File: src/rtl/x87_cmd_pipe_if.sv
// Command/exec/result bus of the x87 command pipe.
// The slave modport is the pipe's view; the master modport is the front-end/exec side.
interface x87_cmd_pipe_if #(
  parameter int unsigned DEPTH = 4,
  parameter int unsigned MEM_W = 64,
  parameter int unsigned WB_W  = 16
);
  localparam int unsigned CNT_W = $clog2(DEPTH) + 1;

  logic             req_valid;
  logic             req_ready;
  logic [7:0]       req_op1;
  logic [7:0]       req_op2;
  logic             req_op2_valid;
  logic [3:0]       req_step;
  logic [MEM_W-1:0] req_mem_rdata;
  logic             flush;

  logic             ex_start;
  logic [7:0]       ex_op1;
  logic [7:0]       ex_op2;
  logic             ex_op2_valid;
  logic [3:0]       ex_step;
  logic [MEM_W-1:0] ex_mem_rdata;
  logic             ex_done;
  logic             ex_wb_valid;
  logic [2:0]       ex_wb_kind;
  logic [WB_W-1:0]  ex_wb_value;
  logic             ex_ms_valid;
  logic [1:0]       ex_ms_size;
  logic [MEM_W-1:0] ex_ms_data;

  logic             fpu_busy;
  logic             fpu_done;
  logic             fpu_wb_valid;
  logic [2:0]       fpu_wb_kind;
  logic [WB_W-1:0]  fpu_wb_value;
  logic             memstore_valid;
  logic [1:0]       memstore_size;
  logic [MEM_W-1:0] memstore_data;
  logic [CNT_W-1:0] q_count;
  logic             err_timeout;

  modport master (
    output req_valid, req_op1, req_op2, req_op2_valid, req_step, req_mem_rdata, flush,
           ex_done, ex_wb_valid, ex_wb_kind, ex_wb_value, ex_ms_valid, ex_ms_size, ex_ms_data,
    input  req_ready, ex_start, ex_op1, ex_op2, ex_op2_valid, ex_step, ex_mem_rdata,
           fpu_busy, fpu_done, fpu_wb_valid, fpu_wb_kind, fpu_wb_value,
           memstore_valid, memstore_size, memstore_data, q_count, err_timeout
  );

  modport slave (
    input  req_valid, req_op1, req_op2, req_op2_valid, req_step, req_mem_rdata, flush,
           ex_done, ex_wb_valid, ex_wb_kind, ex_wb_value, ex_ms_valid, ex_ms_size, ex_ms_data,
    output req_ready, ex_start, ex_op1, ex_op2, ex_op2_valid, ex_step, ex_mem_rdata,
           fpu_busy, fpu_done, fpu_wb_valid, fpu_wb_kind, fpu_wb_value,
           memstore_valid, memstore_size, memstore_data, q_count, err_timeout
  );
endinterface

File: src/rtl/x87_cmd_pipe.sv
// x87 command pipe: FIFO of decoded commands, one-at-a-time issue to the exec engine,
// registered completion/writeback with a WAIT-state timeout.
module x87_cmd_pipe #(
  parameter int unsigned DEPTH   = 4,
  parameter int unsigned MEM_W   = 64,
  parameter int unsigned WB_W    = 16,
  parameter int unsigned TIMEOUT = 255
) (
  input logic           clk,
  input logic           rst,
  x87_cmd_pipe_if.slave bus
);
  localparam int unsigned PTR_W = (DEPTH > 1) ? $clog2(DEPTH) : 1;
  localparam int unsigned CNT_W = $clog2(DEPTH) + 1;
  localparam int unsigned TMO_W = 16;

  typedef enum logic [1:0] {IDLE, ISSUE, WAIT} state_t;

  typedef struct packed {
    logic [7:0]       op1;
    logic [7:0]       op2;
    logic             op2_valid;
    logic [3:0]       step;
    logic [MEM_W-1:0] mem_rdata;
  } entry_t;

  state_t           state_q;
  entry_t           mem_q [DEPTH];
  entry_t           head;
  entry_t           ex_q;
  logic             ex_start_q;
  logic [PTR_W-1:0] wr_ptr_q, rd_ptr_q;
  logic [CNT_W-1:0] count_q;
  logic [TMO_W-1:0] wait_cnt_q;
  logic             fpu_done_q, fpu_wb_valid_q, memstore_valid_q, err_timeout_q;
  logic [2:0]       fpu_wb_kind_q;
  logic [WB_W-1:0]  fpu_wb_value_q;
  logic [1:0]       memstore_size_q;
  logic [MEM_W-1:0] memstore_data_q;
  logic             req_ready;
  logic             push, pop;

  assign req_ready = !rst && (count_q < CNT_W'(DEPTH)) && !bus.flush;
  assign push      = bus.req_valid && req_ready;
  assign pop       = (state_q == ISSUE);
  assign head      = mem_q[rd_ptr_q];

  // Queue storage carries no reset; validity is tracked by the pointers/count.
  always_ff @(posedge clk) begin
    if (push) begin
      mem_q[wr_ptr_q] <= '{op1: bus.req_op1, op2: bus.req_op2, op2_valid: bus.req_op2_valid,
                           step: bus.req_step, mem_rdata: bus.req_mem_rdata};
    end
  end

  always_ff @(posedge clk or posedge rst) begin
    if (rst) begin
      state_q          <= IDLE;
      ex_q             <= '0;
      ex_start_q       <= 1'b0;
      wr_ptr_q         <= '0;
      rd_ptr_q         <= '0;
      count_q          <= '0;
      wait_cnt_q       <= '0;
      fpu_done_q       <= 1'b0;
      fpu_wb_valid_q   <= 1'b0;
      memstore_valid_q <= 1'b0;
      err_timeout_q    <= 1'b0;
      fpu_wb_kind_q    <= '0;
      fpu_wb_value_q   <= '0;
      memstore_size_q  <= '0;
      memstore_data_q  <= '0;
    end else begin
      fpu_done_q       <= 1'b0;
      fpu_wb_valid_q   <= 1'b0;
      memstore_valid_q <= 1'b0;
      ex_start_q       <= 1'b0;
      ex_q             <= '0;

      // Flush drops every queued entry; the head being issued this cycle still goes out.
      if (bus.flush) begin
        wr_ptr_q <= '0;
        rd_ptr_q <= '0;
        count_q  <= '0;
      end else begin
        if (push) wr_ptr_q <= wr_ptr_q + PTR_W'(1);
        if (pop)  rd_ptr_q <= rd_ptr_q + PTR_W'(1);
        count_q <= count_q + CNT_W'(push) - CNT_W'(pop);
      end

      case (state_q)
        IDLE: begin
          if (count_q != '0 && !bus.flush) begin
            state_q    <= ISSUE;
            ex_start_q <= 1'b1;
            ex_q       <= head;
          end
        end
        ISSUE: begin
          state_q    <= WAIT;
          wait_cnt_q <= '0;
        end
        WAIT: begin
          if (bus.ex_done) begin
            state_q          <= IDLE;
            fpu_done_q       <= 1'b1;
            fpu_wb_valid_q   <= bus.ex_wb_valid;
            fpu_wb_kind_q    <= bus.ex_wb_kind;
            fpu_wb_value_q   <= bus.ex_wb_value;
            memstore_valid_q <= bus.ex_ms_valid;
            memstore_size_q  <= bus.ex_ms_size;
            memstore_data_q  <= bus.ex_ms_data;
          end else if (wait_cnt_q == TMO_W'(TIMEOUT - 1)) begin
            state_q       <= IDLE;
            fpu_done_q    <= 1'b1;
            err_timeout_q <= 1'b1;
          end else begin
            wait_cnt_q <= wait_cnt_q + TMO_W'(1);
          end
        end
        default: state_q <= IDLE;
      endcase
    end
  end

  assign bus.req_ready      = req_ready;
  assign bus.ex_start       = ex_start_q;
  assign bus.ex_op1         = ex_q.op1;
  assign bus.ex_op2         = ex_q.op2;
  assign bus.ex_op2_valid   = ex_q.op2_valid;
  assign bus.ex_step        = ex_q.step;
  assign bus.ex_mem_rdata   = ex_q.mem_rdata;
  assign bus.fpu_busy       = (state_q != IDLE) || (count_q != '0);
  assign bus.fpu_done       = fpu_done_q;
  assign bus.fpu_wb_valid   = fpu_wb_valid_q;
  assign bus.fpu_wb_kind    = fpu_wb_kind_q;
  assign bus.fpu_wb_value   = fpu_wb_value_q;
  assign bus.memstore_valid = memstore_valid_q;
  assign bus.memstore_size  = memstore_size_q;
  assign bus.memstore_data  = memstore_data_q;
  assign bus.q_count        = count_q;
  assign bus.err_timeout    = err_timeout_q;
endmodule

File: src/flat_wrapper.sv
// flat-port wrapper written by rule: the top's interface ports become plain ports
module x87_cmd_pipe_flat 
#(
  parameter int unsigned DEPTH   = 4,
  parameter int unsigned MEM_W   = 64,
  parameter int unsigned WB_W    = 16,
  parameter int unsigned TIMEOUT = 255
)
  (clk, rst, bus_req_valid, bus_req_op1, bus_req_op2, bus_req_op2_valid, bus_req_step, bus_req_mem_rdata, bus_flush, bus_ex_done, bus_ex_wb_valid, bus_ex_wb_kind, bus_ex_wb_value, bus_ex_ms_valid, bus_ex_ms_size, bus_ex_ms_data, bus_req_ready, bus_ex_start, bus_ex_op1, bus_ex_op2, bus_ex_op2_valid, bus_ex_step, bus_ex_mem_rdata, bus_fpu_busy, bus_fpu_done, bus_fpu_wb_valid, bus_fpu_wb_kind, bus_fpu_wb_value, bus_memstore_valid, bus_memstore_size, bus_memstore_data, bus_q_count, bus_err_timeout);
  x87_cmd_pipe_if #(.DEPTH(DEPTH), .MEM_W(MEM_W), .WB_W(WB_W)) bus_i ();
  input logic clk;
  input logic rst;
  input wire logic [$bits(bus_i.req_valid)-1:0] bus_req_valid;
  input wire logic [$bits(bus_i.req_op1)-1:0] bus_req_op1;
  input wire logic [$bits(bus_i.req_op2)-1:0] bus_req_op2;
  input wire logic [$bits(bus_i.req_op2_valid)-1:0] bus_req_op2_valid;
  input wire logic [$bits(bus_i.req_step)-1:0] bus_req_step;
  input wire logic [$bits(bus_i.req_mem_rdata)-1:0] bus_req_mem_rdata;
  input wire logic [$bits(bus_i.flush)-1:0] bus_flush;
  input wire logic [$bits(bus_i.ex_done)-1:0] bus_ex_done;
  input wire logic [$bits(bus_i.ex_wb_valid)-1:0] bus_ex_wb_valid;
  input wire logic [$bits(bus_i.ex_wb_kind)-1:0] bus_ex_wb_kind;
  input wire logic [$bits(bus_i.ex_wb_value)-1:0] bus_ex_wb_value;
  input wire logic [$bits(bus_i.ex_ms_valid)-1:0] bus_ex_ms_valid;
  input wire logic [$bits(bus_i.ex_ms_size)-1:0] bus_ex_ms_size;
  input wire logic [$bits(bus_i.ex_ms_data)-1:0] bus_ex_ms_data;
  output wire logic [$bits(bus_i.req_ready)-1:0] bus_req_ready;
  output wire logic [$bits(bus_i.ex_start)-1:0] bus_ex_start;
  output wire logic [$bits(bus_i.ex_op1)-1:0] bus_ex_op1;
  output wire logic [$bits(bus_i.ex_op2)-1:0] bus_ex_op2;
  output wire logic [$bits(bus_i.ex_op2_valid)-1:0] bus_ex_op2_valid;
  output wire logic [$bits(bus_i.ex_step)-1:0] bus_ex_step;
  output wire logic [$bits(bus_i.ex_mem_rdata)-1:0] bus_ex_mem_rdata;
  output wire logic [$bits(bus_i.fpu_busy)-1:0] bus_fpu_busy;
  output wire logic [$bits(bus_i.fpu_done)-1:0] bus_fpu_done;
  output wire logic [$bits(bus_i.fpu_wb_valid)-1:0] bus_fpu_wb_valid;
  output wire logic [$bits(bus_i.fpu_wb_kind)-1:0] bus_fpu_wb_kind;
  output wire logic [$bits(bus_i.fpu_wb_value)-1:0] bus_fpu_wb_value;
  output wire logic [$bits(bus_i.memstore_valid)-1:0] bus_memstore_valid;
  output wire logic [$bits(bus_i.memstore_size)-1:0] bus_memstore_size;
  output wire logic [$bits(bus_i.memstore_data)-1:0] bus_memstore_data;
  output wire logic [$bits(bus_i.q_count)-1:0] bus_q_count;
  output wire logic [$bits(bus_i.err_timeout)-1:0] bus_err_timeout;
  assign bus_i.req_valid = bus_req_valid;
  assign bus_i.req_op1 = bus_req_op1;
  assign bus_i.req_op2 = bus_req_op2;
  assign bus_i.req_op2_valid = bus_req_op2_valid;
  assign bus_i.req_step = bus_req_step;
  assign bus_i.req_mem_rdata = bus_req_mem_rdata;
  assign bus_i.flush = bus_flush;
  assign bus_i.ex_done = bus_ex_done;
  assign bus_i.ex_wb_valid = bus_ex_wb_valid;
  assign bus_i.ex_wb_kind = bus_ex_wb_kind;
  assign bus_i.ex_wb_value = bus_ex_wb_value;
  assign bus_i.ex_ms_valid = bus_ex_ms_valid;
  assign bus_i.ex_ms_size = bus_ex_ms_size;
  assign bus_i.ex_ms_data = bus_ex_ms_data;
  assign bus_req_ready = bus_i.req_ready;
  assign bus_ex_start = bus_i.ex_start;
  assign bus_ex_op1 = bus_i.ex_op1;
  assign bus_ex_op2 = bus_i.ex_op2;
  assign bus_ex_op2_valid = bus_i.ex_op2_valid;
  assign bus_ex_step = bus_i.ex_step;
  assign bus_ex_mem_rdata = bus_i.ex_mem_rdata;
  assign bus_fpu_busy = bus_i.fpu_busy;
  assign bus_fpu_done = bus_i.fpu_done;
  assign bus_fpu_wb_valid = bus_i.fpu_wb_valid;
  assign bus_fpu_wb_kind = bus_i.fpu_wb_kind;
  assign bus_fpu_wb_value = bus_i.fpu_wb_value;
  assign bus_memstore_valid = bus_i.memstore_valid;
  assign bus_memstore_size = bus_i.memstore_size;
  assign bus_memstore_data = bus_i.memstore_data;
  assign bus_q_count = bus_i.q_count;
  assign bus_err_timeout = bus_i.err_timeout;
  x87_cmd_pipe #(.DEPTH(DEPTH), .MEM_W(MEM_W), .WB_W(WB_W), .TIMEOUT(TIMEOUT)) u_core (.clk(clk), .rst(rst), .bus(bus_i));
endmodule
File: config.mk
export PLATFORM = sky130hd
export DESIGN_NAME = x87_cmd_pipe_flat
export DESIGN_NICKNAME = d
export VERILOG_FILES = /design/src/rtl/x87_cmd_pipe_if.sv /design/src/rtl/x87_cmd_pipe.sv /design/src/flat_wrapper.sv
export SDC_FILE = /design/constraint.sdc
export NUM_CORES = 1
export LEC_CHECK = 0
export ABC_AREA = 1
export CAP_MARGIN = 20
export CELL_PAD_IN_SITES_DETAIL_PLACEMENT = 1
export CELL_PAD_IN_SITES_GLOBAL_PLACEMENT = 1
export CORE_UTILIZATION = 40
export DETAILED_ROUTE_END_ITERATION = 10
export PLACE_DENSITY = 0.86
export SLEW_MARGIN = 20
export SYNTH_ARGS = -nofsm -noshare
export SYNTH_HDL_FRONTEND = slang
export SYNTH_SLANG_ARGS = --single-unit
export TNS_END_PERCENT = 10
File: constraint.sdc
create_clock -name clk -period 7.6 [get_ports clk]
set_input_delay 0.76 -clock clk [delete_from_list [all_inputs] [get_ports clk]]
set_output_delay 0.76 -clock clk [all_outputs]
set_load 0.1 [all_outputs]
==> impl_results.md, run 1 <==
* Outcome: finished clean
* Leakage power at 9.89 nW
* GRT met1 Usage at 24.1%
* Drt drc at 0
* Fin. Hold Viols at 0
* Drt total wl at 57800 um
* Top post-synthesis cells by area: edfxtp_1 (51%), dfrtp_1 (25%), nor2_1 (7.0%)
* Row cnt at 81
* Synth Instances at 1502
* Htree depth at 2
* Syn_area_per_cell at 13.4 sq um
* CTS Buffer Depth at 3
* Worst reg2reg setup slack at 4.27 ns
* Crit end category: flip-flop
* Post-Syn Area at 0.0201 sq mm
* DR WL/cell at 22.6 um
* Worst hold endpoint: u_core.bus.err_timeout
* Post-synthesis sequential area ratio at 75.6%
* Gr usage total at 22.4%
* Hpwl dp at 36800 um
* Setup ws final at 3.93 ns
* Largest net degree at the start of global routing at 138
* Gr ovfl total at 0
* Min-delay worst type: reg2reg
* Placer Congestion at 0.811
* Cts hold-fix bufs at 0
* Sw frac at 45.6%
* NumNets Final at 2032
* Worst Tran Pin Value at 1.15 ns
* Post-synth top cells: nor2_1 (374), edfxtp_1 (340), dfrtp_1 (200)
* Critical hold path startpoint: u_core.bus.err_timeout
* Layer with the highest usage: met2
* Top cell type's share of synthesized area at 50.8%
* CTS root buffer: clkbuf_16
* Int Pwr at 6.24 mW
* Worst setup path class: in2reg
* Final instance area at 0.0261 sq mm
* First-pass GRT wire length at 84700 um
* Required time worst endpoint at 7.82 ns
* Top-count cell post-synth: nor2_1
* PortBufs at 356
* DRT antenna net count at 0
* Worst vdd ir at 0.280 mV
* Max Freq at 272 MHz
* Combinational power share at 42.6%
* Period utilisation layout at 48.4%
* TritonCTS clock tree: done
* Largest area contributor in the netlist: edfxtp_1
* Io pins at 357
* Min Tclk post-route at 3.67 ns
* Placed standard-cell area at 0.0242 sq mm
* Cell variety after synth at 33
* Met3 usage at 4.98%
* CTS sink count at 540
* Skew-Pair Late Insertion Delay at 0.61 ns
* Via count at 13000
* Initial DRC Count at 709
* Core area at 0.0493 sq mm
* Flops & latches, synth at 540
* Die area at 0.0512 sq mm
* EDFF count, synth at 340
* Setup violators final at 0
* Clock Pin Slew Worst Setup and Hold Paths at 0.06 ns
* Sequential cell fraction of total power at 33.6%
* Final Max Tran Viols at 0
* M2 GR Usage at 41.8%
* Reg2reg path depth at 4
* Top_reg_cell synth: edfxtp_1
* Fillers at 4923
* Post-synthesis net count at 1687
* Overall power at 11.5 mW
* Drt first pass iters at 5
* Inserted Clock Buffers at 55
* Ys async rst share at 37.0%
* Clock Power Share at 23.8%
* Reg2Reg Capture Point: u_core.mem_q[1][67]
* RSZ-0062 raised after global routing: false
* Worst Hold Depth at 1
* Post-Place Worst Slack at 3.24 ns
* Slew margin rel. at 23.2%
* Die Ht at 226 um
* Startpoint types: input port
* Starting Density at 40.8%
* Number of global-route vias before repair at 14300
* Pwr Density at 439 mW/mm^2
* Clock skew at 0.0188 ns
* Antenna violations before repair at 6
* Setup Buffers After CTS at 0
* CTS resizes at 0
* Reg-to-reg startpoint: u_core.bus.q_count[2]
* CP max FO at 56
* Horiz. Die Dim at 226 um
* Synth warn at 0
* Drt via density at 5.10
* Synth-to-Final Area Change at 29.7%
* Layout cells sized above 1 at 10.4%
* Critical Path AT at 3.89 ns
* Maxcap violations at 0
* Switching power at 5.22 mW
[worst max-delay path: stages]
cell and delay, ns:
clkdlybuf4s50_1 0.56, nor3_1 0.32, nand2_1 0.41, nor2_4 0.93, buf_4 0.85
[power groups by stage]
stage | clock network, mW | logic (mW) | registers (mW)
global placement | 0 | 4.80 | 3.88
global route | 2.89 | 5.06 | 3.89
finish | 2.73 | 4.88 | 3.85
floorplan | 0 | 0.926 | 6.50
CTS | 2.79 | 4.92 | 3.85
detailed placement | 0 | 4.90 | 3.90
[flip-flops by register name, summed over array words and instances (netlist names), 2 cells and up]
register,flops
u_core.bus.memstore_data,64
u_core.bus.fpu_wb_value,16
u_core.bus.q_count,3
u_core.wr_ptr_q,2
u_core.bus.ex_op1,8
u_core.bus.ex_op2,8
u_core.bus.ex_step,4
u_core.rd_ptr_q,2
u_core.wait_cnt_q,16
u_core.state_q,2
u_core.mem_q,340
u_core.bus.memstore_size,2
u_core.bus.fpu_wb_kind,3
u_core.bus.ex_mem_rdata,64
[per-layer routing]
metal / up-vias / part of all wire, %
li1: 5898 / -
met1: 6609 / 36
met2: 422 / 53
met3: 110 / 6.8
met4: 6 / 3.6
met5: - / 0.061
[kinds of logic (layout without fill, tap and decap cells)]
group           Yosys count  count (layout)  share of synthesized area [%]
compound gates          266             266                           6.64
xor+xnor                  8               8                          0.348
fa+ha+maj                 8               8                          0.535
buf+inv                 110             499                           2.61
flops                   540             540                           75.6
mux                      85              85                           4.76
other cells               0               2                              0
simple gates            485             485                           9.48
[cells in the final DEF (no fill, tap or decap), drive strengths merged]
cell | netlist | layout
nand4 | 3 | 3
nor3b | 1 | 1
nor3 | 4 | 4
a21oi | 88 | 88
xnor2 | 5 | 5
xor2 | 3 | 3
fa | 1 | 1
ha | 7 | 7
and3 | 1 | 1
dfrtp | 200 | 200
nor2 | 374 | 374
a31o | 1 | 1
o21ai | 177 | 177
clkinvlp | 0 | 2
edfxtp | 340 | 340
nand3b | 1 | 1
nand3 | 22 | 22
nand2 | 78 | 78
mux2 | 85 | 85
bufinv | 0 | 5
diode | 0 | 2
buf | 48 | 16
clkinv | 0 | 16
clkbuf | 32 | 77
inv | 30 | 31
or2 | 1 | 1
clkdlybuf4s50 | 0 | 352
[metrics by stage]
step	setup TNS [ns]	utilization, %	instances	hold slack [ns]
finish	0	53.0	2557	0.471
global route	0	53.0	2557	0.496
CTS	0	52.9	2554	0.477
detailed placement	0	49.2	2453	0.464
global placement	0	49.2	2453	0.452
floorplan	-36.23	-	1502	0.491
[worst max-delay path by stage]
stage	start	to	slack [ns]	depth (start not counted)
4_1_cts	bus_flush	u_core.mem_q[1][64]	3.85	5
6_report	bus_flush	u_core.mem_q[1][67]	3.93	5
3_5_place_dp	bus_flush	u_core.mem_q[1][62]	3.24	5
3_3_place_gp	bus_flush	u_core.mem_q[1][63]	3.38	5
2_1_floorplan	u_core.bus.q_count[2]	u_core.mem_q[2][0]	-0.11	3
5_1_grt	bus_flush	u_core.mem_q[1][58]	3.74	5
[area by class of cell]
cell class                      count  area [sq um]  area share [%]
Sequential cell                   540         15200            58.3
Multi-Input combinational cell    852          4420            16.9
Timing Repair Buffer              368          3660            14.0
Clock buffer                       77          1570            6.02
Tap cell                          664           831            3.18
Clock inverter                     24           259           0.992
Inverter                           30           126           0.484
Antenna cell                        2          5.00          0.0192
(Power assumes the default switching activity.)
==> inputs of run 2 (changes only) <==
==> constraint.sdc (replaced) <==
create_clock -name clk -period 3.7 [get_ports clk]
set_input_delay 0.37 -clock clk [delete_from_list [all_inputs] [get_ports clk]]
set_output_delay 0.37 -clock clk [all_outputs]
set_load 0.1 [all_outputs]
==> run 2 against run 1 <==
Against the previous run:
- flip-flop and latch count is the same
- worst hold slack worse by 0.36 ns
- count of clock-buffer cells in the layout fell by 9
- final cell count grew 0.47%
- global-route usage is 0.37 points higher
- sequential power grew 110%
- wire length increased by 0.62%
- die area unchanged
- total power is 110% higher
- critical path depth unchanged
- setup slack got worse by 3.0 ns
- largest cell class unchanged
==> impl_results.md, run 2 (synthesized netlist as in run 1, its figures left out) <==
* Crit end category: primary output
* Fillers at 4897 (-0.53%)
* RSZ-0062 raised after global routing: false
* Initial DRC Count at 699 (-1.4%)
* Gr usage total at 22.8% (+0.37 points)
* Largest net degree at the start of global routing at 100 (-28%)
* Maxcap violations at 0 (unchanged)
* Worst setup path class: reg2out
* PortBufs at 356 (unchanged)
* Placer Congestion at 0.778 (-4.1%)
* Via count at 13100 (+0.73%)
* CTS Buffer Depth at 3 (unchanged)
* DRT antenna net count at 0 (unchanged)
* Htree depth at 2 (unchanged)
* Row cnt at 81 (unchanged)
* CP startpoint: u_core.bus.q_count[1]
* Setup tns final at 0 ns (unchanged)
* Drt drc at 0 (unchanged)
* Drt total wl at 58200 um (+0.62%)
* Die area at 0.0512 sq mm (unchanged)
* CTS sink count at 540 (unchanged)
* Final Max Tran Viols at 0 (unchanged)
* Fin Hold WS at 0.115 ns (-0.356 ns)
* Drt first pass iters at 5 (unchanged)
* Synth-to-Final Area Change at 30.9%
* Final instance area at 0.0263 sq mm (+0.93%)
* Die Ht at 226 um (unchanged)
* Number of global-route vias before repair at 14500 (+1.1%)
* Largest register FFs at 340 (unchanged)
* Clock skew at 0.0192 ns (+0.000363 ns)
* TritonCTS clock tree: done
* Drt via density at 5.11 (+0.26%)
* Skew-Pair Late Insertion Delay at 0.61 ns (about the same)
* Fin. Hold Viols at 0 (unchanged)
* Leakage power at 10.0 nW (+1.2%)
* Slew margin rel. at 24.7% (+1.6 points)
* Storage element area at 0.0152 sq mm (about the same)
* CP max FO at 4 (-93%)
* Hpwl dp at 36600 um (-0.60%)
* CTS root buffer: clkbuf_16
* Biggest register: u_core.mem_q
* Most frequent cells in the layout: nor2_1 (370), clkdlybuf4s50_1 (350), edfxtp_1 (340), dfrtp_1 (197), o21ai_0 (166)
* Period utilisation layout at 76.1%
* Setup Buffers After CTS at 0 (unchanged)
* Placed standard-cell area at 0.0244 sq mm (+0.67%)
* Gr ovfl total at 0 (unchanged)
* Antenna violations before repair at 8 (+2)
* Core area at 0.0493 sq mm (unchanged)
* Max Freq at 355 MHz
* Commonest non-fill, non-tap cell in the layout: nor2_1
* NumNets Final at 2039 (+0.34%)
* Layout cells sized above 1 at 11.6% (+1.2 points)
* Multi-input logic area at 0.00443 sq mm (+0.31%)
* Horiz. Die Dim at 226 um (unchanged)
* Outcome: finished clean
* First-pass GRT wire length at 86300 um (+1.8%)
* Clock Pin Slew Worst Setup and Hold Paths at 0.06 ns (about the same)
* CTS resizes at 0 (unchanged)
* Reg-to-reg startpoint: u_core.rd_ptr_q[0]
* Io pins at 357 (unchanged)
* Startpoint types: flip-flop
* Starting Density at 40.8% (unchanged)
* Min Tclk post-route at 2.81 ns
* Inserted Clock Buffers at 56 (+1.8%)
* Required time worst endpoint at 3.33 ns (-4.49 ns)
* Worst vdd ir at 0.604 mV (+120%)
* Setup violators final at 0 (unchanged)
* Critical Path AT at 2.44 ns (-1.45 ns)
* Cts hold-fix bufs at 0 (unchanged)
* Pwr Density at 905 mW/mm^2 (+110%)
* Min-delay worst type: in2async
* Worst Tran Pin Value at 1.13 ns (-0.0235 ns)
* DR WL/cell at 22.6 um (+0.15%)
run 2: changes by cell type in the layout (fill, tap and decap cells not counted), sizes merged, moves of 2 or more:
cell           previous run  this run
clkbuf                   77        68
buf                      16        24
clkinv                   16        23
bufinv                    5         8
diode                     2         5
clkdlybuf4s50           352       350
run 2: metal layers:
metal | up-vias | global-route usage [%] | routed length, um
li1 | 5916 | - | -
met5 | - | 0 | 52
met1 | 6667 | 24.9 | 21300
met3 | 113 | 5.88 | 4110
met4 | 8 | 9.37 | 2110
met2 | 436 | 41.6 | 30600
run 2: metrics by stage:
step           setup WS (ns)  power (mW)  utilization (%)  std cells
6_report               0.886        23.8             53.5       2569
3_5_place_dp           0.908        18.1             49.5       2460
4_1_cts                0.848        24.0             53.5       2564
5_1_grt                0.781        24.6             53.5       2568
2_1_floorplan          0.100        15.3                -       1502
3_3_place_gp           0.949        17.9             49.5       2460
run 2: worst paths after layout:
| path | endpoint | slack [ns] | cells past startpoint |
|---|---|---|---|
| max | bus_fpu_busy | 0.89 | 5 |
| min | u_core.bus.ex_start | 0.11 | 2 |
| min reg2reg | u_core.bus.err_timeout | 0.48 | 1 |
| max in group asynchronous | u_core.rd_ptr_q[0] | 2.50 | 3 |
| min in group clk | u_core.bus.fpu_wb_valid | 0.31 | 3 |
| max reg2reg | u_core.bus.ex_mem_rdata[42] | 1.23 | 4 |
run 2: area by class of cell:
class / count / share of cell area (%)
diodes: 5 / 0.0475
clock inverters: 36 / 1.62
clock buffers: 68 / 5.72
multi-input cells: 852 / 16.8
inverters: 30 / 0.465
repair buffers: 374 / 14.4
well taps: 664 / 3.15
flip-flops and latches: 540 / 57.8
run 2: power breakdown:
group,switching (mW),internal (mW),leakage (nW)
Clock,2.40,3.47,0.953
Combinational,7.76,2.23,3.40
Sequential,0.669,7.30,5.65
Total,10.8,13.0,10.0
run 2: critical path, stage by stage, from the launching register on:
cell and delay, ns:
dfrtp_1 0.41, nor2_1 0.07, inv_1 0.08, nor2_1 0.06, nand2_1 0.06, clkdlybuf4s50_1 1.16
